## src/rtl/axi_rd_responder.sv

```systemverilog
// AXI4 read-channel responder: queues AR requests in order and answers each
// after a programmable latency with len+1 R beats of address-derived data.
module axi_rd_responder #(
   parameter int ADDR_BITS       = 64,
   parameter int BURST_LEN_WIDTH = 8,
   parameter int TID_WIDTH       = 8,
   parameter int DATA_WIDTH      = 64,
   parameter int LOG_QUEUE_SIZE  = 2,
   parameter int LAT_WIDTH       = 8
) (
   input  logic                       clk,
   input  logic                       resetN,
   input  logic                       en,
   input  logic                       flush,
   input  logic [LAT_WIDTH-1:0]       latency,
   input  logic                       ar_valid,
   output logic                       ar_ready,
   input  logic [ADDR_BITS-1:0]       ar_addr,
   input  logic [BURST_LEN_WIDTH-1:0] ar_len,
   input  logic [TID_WIDTH-1:0]       ar_id,
   output logic                       r_valid,
   input  logic                       r_ready,
   output logic [TID_WIDTH-1:0]       r_id,
   output logic [DATA_WIDTH-1:0]      r_data,
   output logic                       r_last,
   output logic [LOG_QUEUE_SIZE:0]    reqCnt
);

   localparam int DEPTH = 1 << LOG_QUEUE_SIZE;
   localparam logic [ADDR_BITS-1:0] STRIDE = ADDR_BITS'(DATA_WIDTH / 8);

   typedef enum logic [1:0] {IDLE, WAIT, BURST} state_t;

   // Address to data-bus mapping: zero-extend or truncate the byte address.
   function automatic logic [DATA_WIDTH-1:0] fit_data(input logic [ADDR_BITS-1:0] a);
      return DATA_WIDTH'(a);
   endfunction

   logic [ADDR_BITS-1:0]       q_addr [DEPTH];
   logic [BURST_LEN_WIDTH-1:0] q_len  [DEPTH];
   logic [TID_WIDTH-1:0]       q_id   [DEPTH];
   logic [LOG_QUEUE_SIZE-1:0]  wr_ptr;
   logic [LOG_QUEUE_SIZE-1:0]  rd_ptr;

   logic [ADDR_BITS-1:0]       head_addr;
   logic [BURST_LEN_WIDTH-1:0] head_len;
   logic [TID_WIDTH-1:0]       head_id;

   state_t                     state;
   logic [LAT_WIDTH-1:0]       wcnt;
   logic [BURST_LEN_WIDTH:0]   beat;
   logic [BURST_LEN_WIDTH:0]   beat_nxt;
   logic [ADDR_BITS-1:0]       cur_addr;
   logic [ADDR_BITS-1:0]       addr_nxt;

   logic push;
   logic pop;

   // The MSB of reqCnt is set only when the queue holds DEPTH entries.
   assign ar_ready = resetN && en && !flush && !reqCnt[LOG_QUEUE_SIZE];
   assign push     = ar_valid && ar_ready;
   assign pop      = r_valid && r_ready && r_last;

   assign head_addr = q_addr[rd_ptr];
   assign head_len  = q_len[rd_ptr];
   assign head_id   = q_id[rd_ptr];

   assign beat_nxt = beat + (BURST_LEN_WIDTH + 1)'(1);
   assign addr_nxt = cur_addr + STRIDE;

   // Request storage: payload only, no reset needed.
   always_ff @(posedge clk) begin
      if (push) begin
         q_addr[wr_ptr] <= ar_addr;
         q_len[wr_ptr]  <= ar_len;
         q_id[wr_ptr]   <= ar_id;
      end
   end

   always_ff @(posedge clk or negedge resetN) begin
      if (!resetN) begin
         wr_ptr <= '0;
         rd_ptr <= '0;
         reqCnt <= '0;
      end else if (flush) begin
         wr_ptr <= '0;
         rd_ptr <= '0;
         reqCnt <= '0;
      end else begin
         if (push)
            wr_ptr <= wr_ptr + LOG_QUEUE_SIZE'(1);
         if (pop)
            rd_ptr <= rd_ptr + LOG_QUEUE_SIZE'(1);
         case ({push, pop})
            2'b10:   reqCnt <= reqCnt + (LOG_QUEUE_SIZE + 1)'(1);
            2'b01:   reqCnt <= reqCnt - (LOG_QUEUE_SIZE + 1)'(1);
            default: reqCnt <= reqCnt;
         endcase
      end
   end

   // Response FSM; R outputs are registered so the payload is stable under backpressure.
   always_ff @(posedge clk or negedge resetN) begin
      if (!resetN) begin
         state    <= IDLE;
         wcnt     <= '0;
         beat     <= '0;
         cur_addr <= '0;
         r_valid  <= 1'b0;
         r_last   <= 1'b0;
         r_id     <= '0;
         r_data   <= '0;
      end else if (flush) begin
         state   <= IDLE;
         wcnt    <= '0;
         beat    <= '0;
         r_valid <= 1'b0;
         r_last  <= 1'b0;
      end else begin
         case (state)
            IDLE: begin
               if (en && (reqCnt != '0)) begin
                  state <= WAIT;
                  wcnt  <= latency;
               end
            end
            WAIT: begin
               if (wcnt == '0) begin
                  state    <= BURST;
                  beat     <= '0;
                  cur_addr <= head_addr;
                  r_valid  <= 1'b1;
                  r_id     <= head_id;
                  r_data   <= fit_data(head_addr);
                  r_last   <= (head_len == '0);
               end else begin
                  wcnt <= wcnt - LAT_WIDTH'(1);
               end
            end
            BURST: begin
               if (r_ready) begin
                  if (r_last) begin
                     state   <= IDLE;
                     r_valid <= 1'b0;
                     r_last  <= 1'b0;
                  end else begin
                     beat     <= beat_nxt;
                     cur_addr <= addr_nxt;
                     r_data   <= fit_data(addr_nxt);
                     r_last   <= (beat_nxt == {1'b0, head_len});
                  end
               end
            end
            default: state <= IDLE;
         endcase
      end
   end

endmodule
```

## config.mk

```make
export PLATFORM = sky130hd
export DESIGN_NAME = axi_rd_responder
export DESIGN_NICKNAME = d
export VERILOG_FILES = /design/src/rtl/axi_rd_responder.sv
export SDC_FILE = /design/constraint.sdc
export NUM_CORES = 1
export LEC_CHECK = 0
export CAP_MARGIN = 15
export CORE_MARGIN = 2
export CORE_UTILIZATION = 50
export CTS_CLUSTER_DIAMETER = 80
export DETAILED_ROUTE_END_ITERATION = 16
export GPL_TIMING_DRIVEN = 0
export PLACE_DENSITY = 0.71
export SETUP_SLACK_MARGIN = 0.4
export SYNTH_ARGS = -nofsm -noshare
export SYNTH_HDL_FRONTEND = slang
export SYNTH_SLANG_ARGS = --single-unit
```

## constraint.sdc

```tcl
create_clock -name clk -period 4.4 [get_ports clk]
set_input_delay 0.88 -clock clk [delete_from_list [all_inputs] [get_ports clk]]
set_output_delay 0.88 -clock clk [all_outputs]
set_load 0.02 [all_outputs]
```

Yosys cells after proc, flatten, opt, wreduce, memory -nomap -nowiden
Memories as Yosys holds them, arrays and structs flattened. A register that Yosys moved wholly into a read port is not among the register bits.
Index checks and enable logic that the tools add are counted.
Word-level totals
  word-level logic and storage cells: 98
  memories kept: 3
  memory bits (writable): 320
  register bits after elaboration: 92
  output and inout port bits: 78
Memory list
  q_addr: words 4, width 64, rd ports 1, clocked after Yosys merged registers in 0, write ports 1, line 39  | logic [ADDR_BITS-1:0] q_addr [DEPTH];
  q_id: words 4, width 8, rd ports 1, clocked after Yosys merged registers in 1, write ports 1, line 41  | logic [TID_WIDTH-1:0] q_id [DEPTH];
  q_len: words 4, width 8, rd ports 1, clocked after Yosys merged registers in 0, write ports 1, line 40  | logic [BURST_LEN_WIDTH-1:0] q_len [DEPTH];
Operators by class
  bitwise gates (word level): 1
  $add $sub $neg: 7
  equality and inequality tests: 14
  reduce and logical (&&, ||, !) cells: 27
  mux-type cells: 37
Operators by type and width (count)
  $mux W64: 3
  $pmux W64 S2: 1
  $add A64 B4 Y64 const B: 1
  $mux W9: 4
  $mux W8: 3
  $mux W2: 9
  $ne A3 B3 Y1 const B: 6
  $pmux W9 S2: 1
  $logic_not A8 Y1: 2
  $pmux W8 S2: 1
  $reduce_and A4 Y1: 3
  $reduce_bool A3 Y1: 4
  $mux W1: 10
  $add A9 B1 Y9 const B: 1
  $eq A9 B8 Y1: 1
  $reduce_and A3 Y1: 3
  $sub A8 B1 Y8 const B: 1
  $logic_and A1 B1 Y1: 7
  $ne A2 B2 Y1 const B: 3
  $pmux W2 S3: 1
  $pmux W3 S2: 1
  $reduce_bool A2 Y1: 3
  $reduce_and A5 Y1: 1
  $add A2 B1 Y2 const B: 2
  other kinds (9): 14

Depth between registers and ports, before layout
Gate-level depths: netlist of the first run.
  depth after elaboration: 7
  depth in mapped cells: 11
  mapped depth without buffers: 8

Worst setup path before layout of the first run
No wires, ideal clock.
  path kind: input to register
  start point: input flush
  end point: memory q_addr[2][0], enable pin
  data arrival time: 4.064 ns
  stages on the path: 3
  library setup time: 0.448 ns
  slack: -0.112 ns
  path through: clkbuf_1 -> nor4bb_1 -> and3_1
On the way
  longest elaborated chain between the ends: 6
RTL lines
  start: declaration: line 14  | input logic flush,
  $logic_not A1 Y1: line 60  | assign ar_ready = resetN && en && !flush && !reqCnt[LOG_QUEUE_SIZE];
  $logic_and A1 B1 Y1 (2 in a row): line 60
  named net ar_ready: line 17  | output logic ar_ready,
  $logic_and A1 B1 Y1: line 61  | assign push = ar_valid && ar_ready;
  $mux W1: line 73  | if (push) begin
  $mux W1 (implied by the code): line 74  | q_addr[wr_ptr] <= ar_addr;
  end: declaration: line 39
The timed path passes the listed nets, and every way through them passes these cells.

Worst setup path after layout of the first run
  start point: input en
  end point: output ar_ready
On the way
  longest elaborated chain between the ends: 3
RTL lines
  start: declaration: line 13  | input logic en,
  $logic_and A1 B1 Y1 (3 in a row): line 60
  end: declaration: line 17
Every way passes these cells.

==> reports/qor.yml, run 1 <==
timing:
  timing.setup.tns_ps: 0
  maxSlewHeadroom: 0.216
  max_freq_mhz: 257
  rsz0062_at_grt: "no"
  hold_viol_final: 0
  period_needed_ps: 3890
  clock_skew_ps: 30.8
  setup_viol: 0
  drv_slew: 0
  worst_slew_pin_slew_ps: 1160
  timing.hold.ws_ps: 326
  fin_crit_sh: 0.883
placed_design:
  dp_hpwl_um: 31600
  portBuffers: 170
  finalWeightedCongestion: 0.942
  placed_cells: 1792
global_route:
  grt_max_degree: 66
  grt_antenna_before_repair: 1
  grt_pass1_wl_um: 70300
  grt_use_total: 0.259
  gr-total-overflow: 0
  grt_pass1_vias: 11600
synthesis:
  syn-num-nets: 1263
  yosysSeqAreaShare: 0.683
  synthAdderAreaFrac: 0.00607
  synth_top_area_cell: "edfxtp_1"
  synth_top_family_by_area: "multiplexers"
  synth-compound-area-share: 0.0863
  ys_top_cells_by_area: "edfxtp_1 (54%), dfrtp_1 (14%), mux4_2 (10%), a21oi_1 (2.1%), nor2_1 (1.6%)"
  synth.ff_latch_count: 420
  syn_inst: 1161
  synth_warnings: 0
  syn-cell-area_um2: 17700
  muxShareOfSynthArea: 0.110
  synth-edff-count: 320
  async_flop_share: 0.238
  yosysUniqueCellTypes: 68
  ys.flop_type: "edfxtp_1"
  synth-xor-area-share: 0.00642
  syn_area_per_cell_um2: 15.3
  yosys.area_share.simple: 0.0866
  synth.top_cell.area_share: 0.542
clock_network:
  ctsResizeCount: 0
  cts_tree: "yes"
  htree_num_levels: 2
  postCtsSetupRepairBufs: 0
  cts_buffer_depth: 3
  clock-root-buffer: "clkbuf_16"
  clock_latency_ps: 560
  cts_inserted_buffers: 44
  clk_pin_slew_ps: 60
  clock-sinks: 420
  holdBufCountCts: 0
drt:
  m1WireLength_um: 19200
  first_iter_violations: 1017
  wl_met2_um: 22200
  finalWirelength_um: 47200
  firstDrtPassIters: 5
  drc_errors: 0
  via_per_inst: 6.17
  vias: 11600
  ant_nets: 0
  topRoutingLayerUsed: "met4"
  post_drt_wl_per_cell_um: 25.2
  wl_met3_um: 4180
floorplanning:
  core-area_um2: 34700
  dieArea_um2: 37000
  initial_core_util: 0.511
  core.rowCount: 68
  die_width_um: 192
  die-height_um: 192
  ios: 172
power:
  p_comb_frac: 0.176
  swShare: 0.277
  p_int_mw: 7.84
  vdd_ir_drop_max_uv: 348
  power.share.sequential: 0.468
  leakage_nw: 7.32
  power_density_nw_per_um2: 499
  p_switching_mw: 3.00
  clkPwrFrac: 0.356
run_status:
  status: "finished clean"
final_layout:
  area.growth.synth_to_final_pct: 22.4
  fin_cells: 1874
  final_nets: 1485
  final_layout_size_suffix_gt1_frac: 0.154
  fill_cells: 2619
  utilization: 0.625
worst_setup_path:
  cp_max_fo: 6
  critPathKind: "in -> out"
  reg2reg_from: "reqCnt[2]"
  cp-end-kind: "output pin"
  cp.required_ps: 3520
  crit_start: "en"
  arrival_ps: 3010
  start_kind: "input port"
hold_path:
  hp-class: "in -> async"
run:
  timing.max_cap.violations: 0
[cell type report]
type	count	area (µm²)	area share
flip-flops and latches	420	12100	0.558
multi-input cells	655	5270	0.243
repair buffers	176	1860	0.0855
clock buffers	62	1260	0.0581
well taps	455	569	0.0262
plain buffers	72	329	0.0152
clock inverters	19	259	0.0119
inverters	14	52.6	0.00242
diodes	1	2.50	0.000115
[power by group through the flow]
stage,sequential [mW],combinational (mW),clock [mW]
6_report,5.07,1.91,3.85
5_1_grt,5.11,2.03,4.06
4_1_cts,5.05,1.91,3.91
3_5_place_dp,5.13,1.90,0
3_3_place_gp,5.12,1.88,0
2_1_floorplan,5.36,0.536,0
[critical path, stage by stage]
cell	delay [ps]
clkdlybuf4s50_1	470
nor4bb_1	890
clkdlybuf4s50_1	770
[cell usage in the layout, fill, tap and decap left out, drive strengths merged, types with 16 or more instances in the layout]
| cell | n |
|---|---|
| buf | 41 |
| o21ai | 60 |
| clkbuf | 100 |
| clkdlybuf4s50 | 169 |
| a31oi | 16 |
| o22ai | 16 |
| nand4 | 33 |
| nor3 | 22 |
| nor2 | 76 |
| a21oi | 77 |
| mux4 | 80 |
| dfrtp | 100 |
| nand3 | 34 |
| edfxtp | 320 |
| and3 | 21 |
| nand2 | 66 |
[cell usage after synthesis (11+ instances only)]
cell and count:
dfrtp_1 100, mux4_2 80, nand2_1 66, nand4_1 33, or3_1 11, a21oi_1 75
edfxtp_1 320, nor2_1 75, a31oi_1 16, clkbuf_1 37, o22a_1 12, o21ai_0 55
a2bb2oi_1 14, buf_2 25, o22ai_1 16, mux2_2 11, nand3_1 32, and3_1 21
inv_1 14, nor3_1 18
[final timing paths]
path	end	cells after the start	slack, ps
worst max-delay path	ar_ready	3	510
worst min register to register	beat[8]	2	530
min in group clk	beat[8]	2	530
worst max register to register	reqCnt[2]	9	1270
worst min-delay path	rd_ptr[0]	2	330
max in group asynchronous	cur_addr[13]	3	3490
[state kept, by name, summed over array words and instances, names as in the netlist]
register / flops
rd_ptr: 2
cur_addr: 64
q_len: 32
r_id: 8
r_last: 1
wr_ptr: 2
reqCnt: 3
q_id: 32
wcnt: 8
beat: 9
r_valid: 1
state: 2
q_addr: 256
[per-stage QoR]
stage	power [mW]	cell area (µm²)	setup slack, ps
2_1_floorplan	5.90	17700	759
3_3_place_gp	7.00	20000	-3920
3_5_place_dp	7.03	20200	426
4_1_cts	10.9	21700	546
5_1_grt	11.2	21700	404
6_report	10.8	21700	513
[layer usage]
layer	global-route usage	up-vias
met4	0.0989	0
met1	0.354	5889
met5	0	-
met2	0.411	526
li1	-	5064
met3	0.0576	88
[cells by family (layout without fill, tap and decap cells)]
group                      Yosys count  count (layout)
adders and majority gates            8               8
xor gates and xnor gates            13              13
AOI/OAI and AO/OA                  243             243
other                                0               1
buffers and inverters               86             343
DFF                                420             420
muxes                               94              94
and+or+nand+nor                    297             297
Note: power is estimated with default switching activity, not from simulation.
==> run 2: changes to the inputs <==
clock period = 4.5 ns   (was 4.4 ns; I/O delays follow)
==> results of run 2 <==
Same layout as run 1 (identical final DEF). Status: finished clean.
Main changes from that run: setup slack after placement 426 ps -> 506 ps; setup slack after layout 513 ps -> 573 ps; hold slack 326 ps -> 346 ps; register-to-register setup slack 1270 ps -> 1370 ps; total power 10.8 mW -> 10.6 mW; worst IR drop on VDD 348 µV -> 340 µV
==> run 3: changes to the inputs <==
CORE_UTILIZATION = 45   (was 50)
GPL_TIMING_DRIVEN = 1   (was 0)
PLACE_DENSITY = 0.65   (was 0.71)
==> reports/qor.yml, run 3 (synthesis gave the netlist of run 1 again) <==
run_status:
  status: "finished clean"
final_layout:
  largestRegisters: "q_addr: 256 flops, cur_addr: 64 flops"
  final_common_cell: "edfxtp_1"
  final_layout_size_suffix_gt1_frac: 0.156  # +0.00219
  fin_area_um2: 21500  # -0.80%
  final_nets: 1433  # -3.5%
  top_register: "q_addr"
  largest_register_ffs: 256  # unchanged
  area.growth.synth_to_final_pct: 21.4
  final_cell_mix: "edfxtp_1 (320), clkdlybuf4s50_1 (170), dfrtp_1 (98)"
  fill_cells: 3138  # +20%
  antennaDiodeCount: 0  # -1
clock_network:
  clock-sinks: 420  # unchanged
  cts_tree: "yes"
  holdBufCountCts: 0  # unchanged
  cts_buffer_depth: 3  # unchanged
  clock_latency_ps: 560  # about the same
  cts_inserted_buffers: 44  # unchanged
  clock-root-buffer: "clkbuf_16"
  postCtsSetupRepairBufs: 0  # unchanged
  htree_num_levels: 2  # unchanged
  ctsResizeCount: 0  # unchanged
  clk_pin_slew_ps: 60  # about the same
timing:
  clock_skew_ps: 19.9  # -10.9 ps
  max_freq_mhz: 300
  fin_crit_sh: 0.740
  worst_slew_pin_slew_ps: 1120  # -48.0 ps
  rsz0062_at_grt: "no"
  drv_slew: 0  # unchanged
  hold_viol_final: 0  # unchanged
  setup_viol: 0  # unchanged
  period_needed_ps: 3330
  timing.setup.tns_ps: 0  # unchanged
  maxSlewHeadroom: 0.256  # +0.0391
  timing.hold.ws_ps: 512
placed_design:
  portBuffers: 171  # +0.59%
  finalWeightedCongestion: 0.886  # -6.0%
  dp_hpwl_um: 28200  # -11%
  placed_area_um2: 20100  # -0.61%
floorplanning:
  ios: 172  # unchanged
  dieArea_um2: 41000  # +11%
  initial_core_util: 0.458  # -0.0531
  core.rowCount: 72  # +5.9%
  die_width_um: 203  # +5.3%
  core-area_um2: 38700  # +12%
  die-height_um: 203  # +5.3%
global_route:
  grt_pass1_vias: 10900  # -6.0%
  grt_pass1_wl_um: 66200  # -5.8%
  grt_use_total: 0.213  # -0.0468
  grt_max_degree: 59  # -11%
  grt_antenna_before_repair: 1  # unchanged
  gr-total-overflow: 0  # unchanged
power:
  leakage_nw: 7.18  # -1.9%
  vdd_ir_drop_max_uv: 316
  power_density_nw_per_um2: 485
drt:
  topRoutingLayerUsed: "met4"
  ant_nets: 0  # unchanged
  vias: 11100  # -4.1%
  first_iter_violations: 859  # -16%
  wl_met3_um: 3450  # -17%
  m1WireLength_um: 18700  # -2.6%
  firstDrtPassIters: 6  # +1
  via_per_inst: 5.89  # -4.6%
  wl_met2_um: 20200  # -8.7%
  drc_errors: 0  # unchanged
  finalWirelength_um: 43300  # -8.3%
  post_drt_wl_per_cell_um: 23.0  # -8.8%
hold_path:
  worstHoldStart: "r_id[4]"
  min_to: "r_id[4]"
  hp-class: "reg -> reg"
  whs_path_depth: 1
worst_setup_path:
  critPathKind: "in -> out"
  cp_max_fo: 6  # unchanged
  cp-end-kind: "output pin"
  arrival_ps: 2430
  cp.required_ps: 3600
  reg2reg_to: "cur_addr[45]"
  r2r_slack_ps: 1380
  reg2reg_from: "wcnt[0]"
  reg2regPathDepth: 8  # -1
  start_kind: "input port"
run:
  timing.max_cap.violations: 0  # unchanged
==> run 3: cell type report <==
class | instances | area [µm²] | share of cell area
multi-input cells | 655 | 5280 | 0.245
repair buffers | 196 | 1960 | 0.0910
flip-flops and latches | 420 | 12100 | 0.563
clock inverters | 19 | 241 | 0.0112
well taps | 518 | 648 | 0.0301
inverters | 14 | 52.6 | 0.00244
clock buffers | 62 | 1230 | 0.0572
==> run 3: worst max path at each step <==
| stage | startpoint | slack, ps | endpoint | cells after the start |
|---|---|---|---|---|
| after floorplan | flush | 840 | q_addr[2][0] | 3 |
| after global placement | r_ready | 1000 | cur_addr[45] | 6 |
| after detailed placement | r_ready | 1010 | cur_addr[45] | 6 |
| after CTS | en | 1170 | ar_ready | 4 |
| after global routing | en | 1040 | ar_ready | 4 |
| final | en | 1170 | ar_ready | 4 |
==> run 3: critical path: stages <==
cell and delay, ps:
clkdlybuf4s50_1 480, nor4bb_1 270, buf_4 180, clkdlybuf4s50_1 600
==> run 3: metal layers <==
layer | vias to the layer above | GRT usage
met1 | 5661 | 0.297
met2 | 400 | 0.331
met5 | - | 0
li1 | 4975 | -
met4 | 0 | 0.0610
met3 | 52 | 0.0552
==> run 3: report_power, final <==
group          leakage (nW)  total, mW  switching (mW)  internal [mW]
logic                  2.34       1.85            1.01          0.849
registers              4.12       4.94           0.438           4.50
clock network         0.713       3.66            1.45           2.20
==> run 3: through the flow <==
stage	power, mW	worst slack, ps	cells	utilization
6_report	10.4	1170	1884	0.556
5_1_grt	10.9	1040	1884	0.556
4_1_cts	10.5	1170	1884	0.556
3_5_place_dp	6.86	1010	1803	0.518
3_3_place_gp	6.83	1000	1803	0.518
2_1_floorplan	5.76	839	1161	-
